`src/rtl/apb_responder.sv`:
```
// apb_responder: APB completer backed by a 2**ADDR_W x DATA_W register file.
// Supports zero or more wait states, back-to-back transfers, and abandoned
// transfers (psel dropped before pready). Read data and pready are
// combinational from the live bus and the stored state.
module apb_responder #(
  parameter int ADDR_W      = 4,
  parameter int DATA_W      = 8,
  parameter int WAIT_STATES = 0
) (
  input  logic              pclk,
  input  logic              prstn,
  input  logic              psel,
  input  logic              penable,
  input  logic              pwrite,
  input  logic [ADDR_W-1:0] paddr,
  input  logic [DATA_W-1:0] pwdata,
  output logic              pready,
  output logic [DATA_W-1:0] prdata
);

  localparam int DEPTH = 2 ** ADDR_W;
  localparam int CNT_W = 4;
  localparam logic [CNT_W-1:0] WAIT_CNT = CNT_W'(WAIT_STATES);

  // state_q records the bus phase seen in the previous cycle: SETUP means the
  // current cycle is the first ACCESS cycle, ACCESS means a wait state is in
  // progress. A completed or abandoned access returns to IDLE, from which a
  // back-to-back SETUP is picked up directly, so no dead cycle is inserted.
  typedef enum logic [1:0] {
    IDLE   = 2'd0,
    SETUP  = 2'd1,
    ACCESS = 2'd2
  } state_t;

  state_t              state_q, state_d;
  logic [CNT_W-1:0]    cnt_q, cnt_d;
  logic [DATA_W-1:0]   mem_q [DEPTH];
  logic [DATA_W-1:0]   mem_d [DEPTH];
  logic                acc;
  logic                in_xfer;
  logic                wr_en;
  logic                rd_en;

  // Handshake and read data from the live bus qualifier and stored state.
  always_comb begin
    acc     = psel & penable;
    in_xfer = (state_q == SETUP) || (state_q == ACCESS);
    pready  = acc & in_xfer & (cnt_q == WAIT_CNT);
    wr_en   = pready & pwrite;
    rd_en   = pready & ~pwrite;
    prdata  = rd_en ? mem_q[paddr] : '0;
  end

  // Next-state and wait counter: count only while an access is stalled.
  always_comb begin
    state_d = state_q;
    cnt_d   = '0;
    case (state_q)
      IDLE: begin
        if (psel && !penable) state_d = SETUP;
      end
      SETUP, ACCESS: begin
        if (pready) begin
          state_d = IDLE;
        end else if (acc) begin
          state_d = ACCESS;
          cnt_d   = cnt_q + 1'b1;
        end else if (psel && !penable) begin
          state_d = SETUP;
        end else begin
          state_d = IDLE;
        end
      end
      default: state_d = IDLE;
    endcase
  end

  // Register-file update: one write at the completing edge of a write access.
  always_comb begin
    mem_d = mem_q;
    if (wr_en) mem_d[paddr] = pwdata;
  end

  // State, counter and storage registers with asynchronous clear.
  always_ff @(posedge pclk or negedge prstn) begin
    if (!prstn) begin
      state_q <= IDLE;
      cnt_q   <= '0;
      for (int i = 0; i < DEPTH; i++) mem_q[i] <= '0;
    end else begin
      state_q <= state_d;
      cnt_q   <= cnt_d;
      mem_q   <= mem_d;
    end
  end

endmodule

```
`config.mk`:
```
export PLATFORM = sky130hd
export DESIGN_NAME = apb_responder
export DESIGN_NICKNAME = d
export VERILOG_FILES = /design/src/rtl/apb_responder.sv
export SDC_FILE = /design/constraint.sdc
export NUM_CORES = 1
export LEC_CHECK = 0
export ABC_AREA = 1
export CORE_UTILIZATION = 61
export DETAILED_ROUTE_END_ITERATION = 10
export HOLD_SLACK_MARGIN = 0.08
export PLACE_DENSITY_LB_ADDON = 0.15
export SLEW_MARGIN = 20
export SYNTH_ARGS = -nofsm -noshare
export SYNTH_HDL_FRONTEND = slang
export SYNTH_SLANG_ARGS = --single-unit
```
`constraint.sdc`:
```
create_clock -name pclk -period 2.6 [get_ports pclk]
set_clock_uncertainty 0.05 [all_clocks]
set_input_delay 0.52 -clock pclk [delete_from_list [all_inputs] [get_ports pclk]]
set_output_delay 0.52 -clock pclk [all_outputs]
set_load 0.05 [all_outputs]
```
==> flow_summary.yaml <==
status:
  outcome: "complete, no violations"
logic_synthesis:
  yosysMostFrequentCell: "nand2_1"
  synthXorXnorAreaFrac_pct: 0.255
  synth_top_area_share_pct: 48.8
  synth_fa_ha_area_share_pct: 0.728
  async_flop_share_pct: 100
  ys_ff_latch: 134
  syn_nets: 1022
  syn_inst: 1001
  synth_commonest_cells: "nand2_1, dfrtp_1, nand3_1"
  yosys_warnings: 0
  synthSimpleGateAreaFrac_pct: 46.0
  synth_area_leaders: "dfrtp_1, nand2_1, nand3_1"
  muxShareOfSynthArea_pct: 0
  synth_edf_count: 0
  synth_top_family_by_area: "simple AND/OR/NAND/NOR gates"
  synth_area_sq_mm: 0.00688
  ys.flop_type: "dfrtp_1"
  syn_avg_cell_area_sq_um: 6.87
  synth_cell_types: 20
  synth_compound_area_share_pct: 0.200
  yosysSeqAreaShare_pct: 48.8
  synth_top_cell_by_area: "dfrtp_1"
worst_setup_path:
  ff2ff_path_depth: 8
  r2r-start: "state_q[0]"
  path_max_fanout: 8
  cp-endpoint: "prdata[5]"
  critical_path_class: "reg -> out"
  start_kind: "flip-flop"
  worstSetupEndpointType: "output pin"
  r2r_setup_slack_ps: 420
  cp-startpoint: "state_q[0]"
  critPathRequiredTime_ps: 2030
  worstReg2RegEnd: "mem_q[8]"
  arrival_ps: 1980
layout:
  drive_above_1_share_pct: 12.1
  fin_util_pct: 77.1
  areaGrowthSynthToFinish_pct: 22.1
  final_nets: 1080
  insertedDiodeCount: 0
detailed_routing:
  wl_per_cell_um: 16.6
  vias_per_cell: 5.59
  ant_nets: 0
  drt_wl_total_um: 20100
  drt_iter0_markers: 585
  drc: 0
  vias: 6767
  drt-pass1-iter-count: 5
sta:
  min_period_ps: 2550
  hold_viol: 0
  setup_viol: 0
  slew_headroom_pct: 64.6
  hold_slack_ps: 403
  timing.final.crit_share_pct: 98.1
  fmax_mhz: 392
  slew_violations: 0
  tightest_slew_ps: 529
global_routing:
  grt_max_degree: 56
  overflow: 0
  grt_pass1_wl_um: 31900
  grt_pass1_vias: 6316
  antenna_found_initial: 0
  grt.total_usage_pct: 36.7
place:
  place_congestion: 0.963
  numPortBuffers: 25
  hpwl_um: 12500
clock_tree:
  clk_path_buf_depth: 2
  cts_tree: "yes"
  htree_levels: 4
  cts.clk_slew.worst_paths_ps: 60
  root_buffer: "clkbuf_8"
  insertion_delay_ps: 530
  cts.sinks: 134
  numCtsBuffers: 17
die:
  chipWidth_um: 108
  dieArea_sq_mm: 0.0117
  rows: 38
  initial_utilization_pct: 63.1
  die_h_um: 108
  core_area_sq_mm: 0.0109
  boundaryPins: 26
worst_hold_path:
  hold_class: "reg -> reg"
pwr:
  p_per_area_mw_per_mm2: 784
  power_leakage_nw: 4.77
  ir_worst_vdd_uv: 739
job:
  drv_cap: 0
==> area by class of cell <==
cell class | instances | area (sq um)
Sequential cell | 134 | 3350
Clock inverter | 9 | 151
Fill cell | 809 | 2490
Timing Repair Buffer | 91 | 866
Clock buffer | 22 | 443
Inverter | 15 | 60.1
Multi-Input combinational cell | 800 | 3350
Tap cell | 140 | 175
==> cells by family (layout without fill, tap and decap cells) <==
kind of cell / Yosys count / after routing
adders and majority gates: 4 / 4
and+or+nand+nor: 792 / 792
xor gates and xnor gates: 2 / 2
buffers and inverters: 67 / 137
AOI/OAI and AO/OA: 2 / 2
DFF: 134 / 134
==> through the flow <==
stage / cell area, sq um / cells / TNS, ps / total power, mW / setup WS [ps]
final: 8400 / 1211 / 0 / 6.58 / 49.9
after global routing: 8400 / 1211 / -42.0 / 6.90 / -19.5
after CTS: 8350 / 1208 / 0 / 6.55 / 6.22
after detailed placement: 7670 / 1173 / -239 / 4.03 / -51.6
after global placement: 7670 / 1173 / -256 / 3.98 / -54.7
after floorplan: 6950 / 1001 / 0 / 3.58 / 27.8
==> worst max-delay path, cell delays in order, from the launching register on <==
cell	delay, ps
dfrtp_1	370
inv_2	60
ha_4	280
inv_4	50
nor3_4	130
nand2_2	90
buf_12	170
nor2_4	120
buf_8	150
==> registers in the layout, indices dropped and copies added (netlist names) <==
name / cells
state_q: 2
mem_q: 128
cnt_q: 4
==> power by group <==
| part | leakage (nW) | internal (mW) | switching (mW) | total, mW |
|---|---|---|---|---|
| clock | 0.289 | 1.57 | 0.879 | 2.45 |
| sequential | 1.83 | 2.50 | 0.231 | 2.73 |
| combinational | 2.65 | 0.518 | 0.875 | 1.39 |
==> how the worst min path moves through the flow <==
stage | startpoint | end | slack, ps | cells past startpoint
3_5_place_dp | mem_q[4] | mem_q[4] | 410 | 2
6_report | cnt_q[0] | cnt_q[0] | 400 | 1
2_1_floorplan | prstn | cnt_q[0] | 170 | 0
5_1_grt | mem_q[92] | mem_q[92] | 430 | 2
3_3_place_gp | mem_q[75] | mem_q[75] | 400 | 2
4_1_cts | mem_q[113] | mem_q[113] | 420 | 2
==> metal layers <==
metal | up-vias | track usage [%] | part of all wire (%)
met3 | 56 | 7.66 | 8.0
met5 | - | 0 | 0
met1 | 3178 | 48.4 | 41
li1 | 3221 | - | -
met2 | 312 | 59.3 | 48
met4 | 0 | 15.0 | 3.2
==> what timing repair did <==
action,in CTS,in global routing
hold buffers,1,0
pin swaps,6,4
setup endpoints to repair,8,8
hold endpoints to repair,52,0
setup buffers,3,3
cloned,0,0
resized for setup,17,9
==> cell usage in the layout (no fill, tap or decap), types with 3 or more instances in the layout <==
master	synthesis	final
ha_1	4	3
dfrtp_1	134	134
inv_2	1	4
nand3_1	129	129
buf_8	0	4
bufinv_16	0	4
nor2_1	38	24
nand2_1	619	617
inv_1	13	9
nor2_4	0	8
buf_6	0	5
nor2_2	2	8
clkbuf_16	0	16
clkdlybuf4s50_1	0	13
clkinv_2	0	4
buf_12	0	8
buf_4	6	58
clkbuf_1	30	4
Power figures use the tool's default switching activity.
